File: src/rtl/tone_sequencer.sv
// Melody sequencer: steps through a writable note RAM on a duration tick and
// drives a square-wave tone whose half-period comes from a note/octave table.
module tone_sequencer #(
    parameter int unsigned SEQ_AW   = 5,
    parameter int unsigned HP_W     = 32,
    parameter int unsigned TICK_DIV = 2500000
) (
    input  logic              clk,
    input  logic              reset,
    input  logic              wr_en,
    input  logic [SEQ_AW-1:0] wr_addr,
    input  logic [9:0]        wr_data,
    input  logic              start,
    input  logic              stop,
    input  logic              loop_en,
    output logic              tone_out,
    output logic              busy,
    output logic              done,
    output logic [SEQ_AW-1:0] cur_idx
);

    localparam int unsigned DEPTH = 1 << SEQ_AW;
    localparam int unsigned TW    = $clog2(TICK_DIV);
    localparam logic [SEQ_AW-1:0] LAST_IDX  = {SEQ_AW{1'b1}};
    localparam logic [TW-1:0]     TICK_LAST = TW'(TICK_DIV - 1);

    typedef enum logic [1:0] {StIdle, StLoad, StPlay, StEnd} state_t;

    logic [9:0]        r_mem [DEPTH];
    logic [9:0]        r_rd_data;
    state_t            r_state;
    logic [SEQ_AW-1:0] r_cur_idx;
    logic              r_load_cnt;
    logic              r_played;
    logic [HP_W-1:0]   r_half;
    logic              r_rest;
    logic [3:0]        r_dur_cnt;
    logic [TW-1:0]     r_tick_cnt;
    logic [HP_W-1:0]   r_tone_cnt;
    logic              r_tone;

    logic [3:0]        w_note;
    logic [1:0]        w_oct;
    logic [3:0]        w_dur;
    logic [HP_W-1:0]   w_pitch;
    logic [HP_W-1:0]   w_half;
    logic              w_rest;

    // Melody RAM: write port plus registered read of the current index.
    always_ff @(posedge clk) begin
        if (wr_en) begin
            r_mem[wr_addr] <= wr_data;
        end
        r_rd_data <= r_mem[r_cur_idx];
    end

    assign w_note = r_rd_data[9:6];
    assign w_oct  = r_rd_data[5:4];
    assign w_dur  = r_rd_data[3:0];

    // Note-to-half-period lookup; notes 12..15 are rests.
    always_comb begin
        w_pitch = '0;
        w_rest  = 1'b0;
        case (w_note)
            4'd0:    w_pitch = HP_W'(95565);
            4'd1:    w_pitch = HP_W'(85129);
            4'd2:    w_pitch = HP_W'(75842);
            4'd3:    w_pitch = HP_W'(71585);
            4'd4:    w_pitch = HP_W'(63775);
            4'd5:    w_pitch = HP_W'(56817);
            4'd6:    w_pitch = HP_W'(50619);
            4'd7:    w_pitch = HP_W'(45125);
            4'd8:    w_pitch = HP_W'(40191);
            4'd9:    w_pitch = HP_W'(33782);
            4'd10:   w_pitch = HP_W'(30083);
            4'd11:   w_pitch = HP_W'(26823);
            default: w_rest  = 1'b1;
        endcase
    end

    assign w_half = w_pitch >> w_oct;

    // Playback FSM; the note's period and rest flag are latched at load time so
    // later RAM writes cannot disturb the note in progress.
    always_ff @(posedge clk) begin
        if (reset) begin
            r_state    <= StIdle;
            r_cur_idx  <= '0;
            r_load_cnt <= 1'b0;
            r_played   <= 1'b0;
            r_half     <= '0;
            r_rest     <= 1'b0;
            r_dur_cnt  <= '0;
            r_tick_cnt <= '0;
            r_tone_cnt <= '0;
            r_tone     <= 1'b0;
        end else if (stop) begin
            r_state    <= StIdle;
            r_load_cnt <= 1'b0;
            r_tone     <= 1'b0;
        end else begin
            case (r_state)
                StIdle: begin
                    r_tone <= 1'b0;
                    if (start) begin
                        r_state    <= StLoad;
                        r_cur_idx  <= '0;
                        r_load_cnt <= 1'b0;
                        r_played   <= 1'b0;
                    end
                end
                StLoad: begin
                    if (!r_load_cnt) begin
                        r_load_cnt <= 1'b1;
                    end else begin
                        r_load_cnt <= 1'b0;
                        if (w_dur == 4'd0) begin
                            r_state <= StEnd;
                        end else begin
                            r_half     <= w_half;
                            r_rest     <= w_rest;
                            r_dur_cnt  <= w_dur;
                            r_tick_cnt <= '0;
                            r_tone_cnt <= '0;
                            r_tone     <= 1'b0;
                            r_played   <= 1'b1;
                            r_state    <= StPlay;
                        end
                    end
                end
                StPlay: begin
                    if (r_tone_cnt == r_half - HP_W'(1)) begin
                        r_tone_cnt <= '0;
                        if (!r_rest) begin
                            r_tone <= ~r_tone;
                        end
                    end else begin
                        r_tone_cnt <= r_tone_cnt + HP_W'(1);
                    end
                    if (r_tick_cnt == TICK_LAST) begin
                        r_tick_cnt <= '0;
                        r_dur_cnt  <= r_dur_cnt - 4'd1;
                        if (r_dur_cnt == 4'd1) begin
                            // Note finished: silence before the next entry.
                            r_tone <= 1'b0;
                            if (r_cur_idx == LAST_IDX) begin
                                r_state <= StEnd;
                            end else begin
                                r_cur_idx <= r_cur_idx + SEQ_AW'(1);
                                r_state   <= StLoad;
                            end
                        end
                    end else begin
                        r_tick_cnt <= r_tick_cnt + TW'(1);
                    end
                end
                StEnd: begin
                    // An empty song never loops, otherwise it would spin forever.
                    if (loop_en && r_played) begin
                        r_cur_idx <= '0;
                        r_state   <= StLoad;
                    end else begin
                        r_state <= StIdle;
                    end
                end
                default: r_state <= StIdle;
            endcase
        end
    end

    assign tone_out = r_tone;
    assign busy     = (r_state != StIdle);
    // High for the single END cycle that returns to IDLE without looping.
    assign done     = (r_state == StEnd) && !stop && !(loop_en && r_played);
    assign cur_idx  = r_cur_idx;

endmodule

File: config.mk
export PLATFORM = sky130hd
export DESIGN_NAME = tone_sequencer
export DESIGN_NICKNAME = d
export VERILOG_FILES = /design/src/rtl/tone_sequencer.sv
export SDC_FILE = /design/constraint.sdc
export NUM_CORES = 1
export LEC_CHECK = 0
export ABC_AREA = 1
export CAP_MARGIN = 40
export CORE_ASPECT_RATIO = 0.6
export CORE_MARGIN = 2
export CORE_UTILIZATION = 63
export DETAILED_ROUTE_END_ITERATION = 16
export HOLD_SLACK_MARGIN = 0.06
export PLACE_DENSITY = 0.87
export SETUP_SLACK_MARGIN = 0.4
export SYNTH_ARGS = -nofsm -noshare
export SYNTH_HDL_FRONTEND = slang
export SYNTH_SLANG_ARGS = --single-unit
File: constraint.sdc
create_clock -name clk -period 5.1 [get_ports clk]
set_input_delay 0.765 -clock clk [delete_from_list [all_inputs] [get_ports clk]]
set_output_delay 0.765 -clock clk [all_outputs]
set_load 0.02 [all_outputs]
==> results.ini <==
[worst_setup_path]
crit_path_end_kind=primary output
crit_family=buffers and inverters
max_stage_delay_ns=0.74
start_kind=register
cp.arrival_ns=2.63
timing.rr.start=cur_idx[0]
rr_worst_depth=8
slowest_stage=dfxtp_2
critical_path_required_ns=4.34
r2r-end=r_rd_data[7]
rrSetupSlack_ns=1.85
worstSetupPathType=reg2out
critPathBufInv=2
crit_path_max_fanout=52
path_cells=buf_4, clkdlybuf4s50_1

[floorplanning]
die_w_um=230
rows=49
dieHeight_um=140
dieArea_um2=32200
core_area_um2=30100
initial_core_util=0.643
boundaryPins=29

[sta]
finClkSkew_ns=0.0403
finalSetupTns_ns=0
finalSetupViolCount=0
final_max_slew_viol_count=0
worst_pin_slew_ns=0.975
fmaxAchievable_ghz=0.294
fin_crit_ns=3.40
hold_viol_final=0
max_slew_margin=0.348
period_share=0.666
grt_setup_unrepaired=no

[power]
seq_power_share=0.493
max-vdd-ir-drop_v=0.000370
power.switching_mw=2.00
p_int_mw=5.63
powerDensity_nw_per_um2=353
switching_share=0.262
p_total_mw=7.63
p_leak_nw=7.67
pwr-share-clk=0.389
pwr-share-comb=0.118

[hold_path]
hold_start=r_tick_cnt[15]
hold_path_class=reg2reg
hold_path_end=r_tick_cnt[15]
hold_depth=1

[synth]
synth_nets=2018
ys_ff_latch=416
yosys.cell_types.count=53
synth_edf_count=320
synth_top_cell_area_share=0.497
yosysTopAreaCell=edfxtp_1
yosysSeqAreaShare=0.596
synth_warnings=0
synth_cells=1990
synth_area_um2=19300
syn_avg_cell_area_um2=9.72
synth_flop_cell=edfxtp_1
ys_async_sr_fraction=0
synth_area_leaders=edfxtp_1 50%, dfxtp_1 9.9%, nor2_1 6.4%

[clock_tree]
clock_latency_ns=0.58
clockBufferDepth=3
h-tree-depth=2
clkSinkCount=416
path_clk_slew_ns=0.06
cts_tree=done
cts_root_buf=clkbuf_16
cts_post_setup_buffers_inserted=0
numCtsBuffers=39
postCtsHoldBufs=0
cts_resized=0

[global_routing]
track_usage=0.327
grt_overflow_total=0
antenna_found_initial=2
grt_pass1_vias=14600
grt_max_degree=87
grt_pass1_wl_um=81400

[final_layout]
finalNetCount=2046
final_layout_size_suffix_gt1_frac=0.0991
multi_input_area_um2=6750
final_cell_area_um2=21600
syn_to_final_growth_pct=11.8
fill_cells=2028
ff_latch_area_um2=11500

[placement]
dp_hpwl_um=35000
gp_congestion=0.976
port_buffers=28
post_dp_cell_area_um2=20300

[outcome]
status=complete, no violations

[route]
wl_per_cell_um=21.3
wl_um=52400
viasPerCell=6.32
drt_iter0_drc=2655
firstDrtPassIters=5
routed-via-count=15500
drc=0
drtAntennaViolNets=0

[job]
maxCapViolations=0

-- layout by cell type, fill, tap and decap left out, drive strengths merged, types with 2 or more instances in the layout --
cell type,count
a22oi,2
a21oi,68
clkdlybuf4s50,27
nand2,254
a221oi,2
xnor2,4
o21a,3
o211ai,11
o22ai,45
nand4,31
ha,7
a31oi,5
clkinvlp,3
edfxtp,320
o221ai,45
nor3b,2
nand3b,3
nor3,39
nand3,126
buf,56
or2,4
inv,171
clkbuf,46
dfxtp,96
bufinv,4
nor2,348
nor4,12
xor2,38
a211oi,10
o21ai,243
clkinv,18
-- routing by layer --
metal | track usage | share of wire
met1 | 0.497 | 0.42
met2 | 0.452 | 0.42
met3 | 0.108 | 0.15
met4 | 0.0835 | 0.015
met5 | 0 | 0.00019
-- power by group through the flow --
stage / logic (mW) / clock network, mW / registers (mW)
final: 0.897 / 2.97 / 3.76
after global routing: 0.994 / 3.09 / 3.77
after CTS: 0.871 / 2.98 / 3.76
after detailed placement: 0.863 / 0 / 3.83
after global placement: 0.811 / 0 / 3.83
after floorplan: 0.615 / 0 / 3.79
-- stage by stage --
| step | hold WS (ns) | std cells | util | worst slack (ns) |
|---|---|---|---|---|
| 2_1_floorplan | 0.440 | 1990 | - | 3.01 |
| 3_3_place_gp | 0.451 | 2340 | 0.658 | 1.64 |
| 3_5_place_dp | 0.455 | 2384 | 0.675 | 1.59 |
| 4_1_cts | 0.485 | 2455 | 0.718 | 1.73 |
| 5_1_grt | 0.499 | 2456 | 0.718 | 1.63 |
| 6_report | 0.486 | 2457 | 0.718 | 1.70 |
-- kinds of logic (layout without fill, tap and decap cells) --
kind of cell / after synthesis / after routing / synth area share
AO/OA/AOI/OAI: 437 / 437 / 0.132
flip-flops: 416 / 416 / 0.596
buffers and inverters: 267 / 325 / 0.0550
XOR/XNOR: 42 / 42 / 0.0190
other: 0 / 1 / 0
adder cells (fa/ha/maj): 7 / 7 / 0.00453
AND/OR/NAND/NOR: 821 / 821 / 0.194
-- state kept, by name (all words and copies together) (netlist names) --
signal	flops
tone_out	1
r_state	2
r_rest	1
r_dur_cnt	4
r_rd_data	10
r_mem	320
r_tick_cnt	22
r_half	17
r_tone_cnt	32
r_played	1
r_load_cnt	1
cur_idx	5
-- worst max-delay path by stage --
stage / startpoint / endpoint / slack (ns) / cells after the start
floorplan: cur_idx[2] / cur_idx[2] / 3.01 / 11
global placement: stop / r_tone_cnt[15] / 1.64 / 9
detailed placement: stop / r_tone_cnt[17] / 1.59 / 9
CTS: cur_idx[1] / cur_idx[1] / 1.73 / 2
global route: cur_idx[1] / cur_idx[1] / 1.63 / 2
finish: cur_idx[1] / cur_idx[1] / 1.70 / 2
-- cell usage after synthesis (2+ instances only) --
| cell | count |
|---|---|
| buf_1 | 7 |
| o211ai_1 | 11 |
| a22oi_1 | 2 |
| nor3b_1 | 2 |
| buf_6 | 5 |
| nand3_4 | 2 |
| a221oi_1 | 2 |
| clkbuf_1 | 72 |
| o22ai_1 | 45 |
| a21oi_2 | 8 |
| xnor2_1 | 4 |
| a211oi_1 | 10 |
| nor2_4 | 10 |
| nor4_1 | 12 |
| inv_1 | 161 |
| nand3b_1 | 2 |
| o221ai_1 | 45 |
| edfxtp_1 | 320 |
| o21ai_2 | 2 |
| clkinv_1 | 2 |
| nor3_2 | 5 |
| nand3_1 | 102 |
| nand3_2 | 22 |
| a21oi_1 | 59 |
| o21a_1 | 3 |
| ha_1 | 7 |
| nand2_1 | 244 |
| nor3_1 | 34 |
| nor2_2 | 9 |
| buf_4 | 4 |
| o21ai_1 | 9 |
| or2_1 | 2 |
| inv_2 | 8 |
| nor2_1 | 328 |
| nand4_1 | 31 |
| o21ai_0 | 232 |
| xor2_1 | 38 |
| buf_2 | 7 |
| a31oi_1 | 5 |
| dfxtp_1 | 96 |
| nand2_2 | 9 |
-- layout make-up --
| cell class | instances | area share |
|---|---|---|
| Sequential cell | 416 | 0.534 |
| Multi-Input combinational cell | 1307 | 0.312 |
| Clock buffer | 46 | 0.0473 |
| Timing Repair Buffer | 83 | 0.0406 |
| Inverter | 171 | 0.0298 |
| Tap cell | 408 | 0.0236 |
| Clock inverter | 25 | 0.0127 |
| Antenna cell | 1 | 0.000116 |
Note: power is estimated with default switching activity, not from simulation.
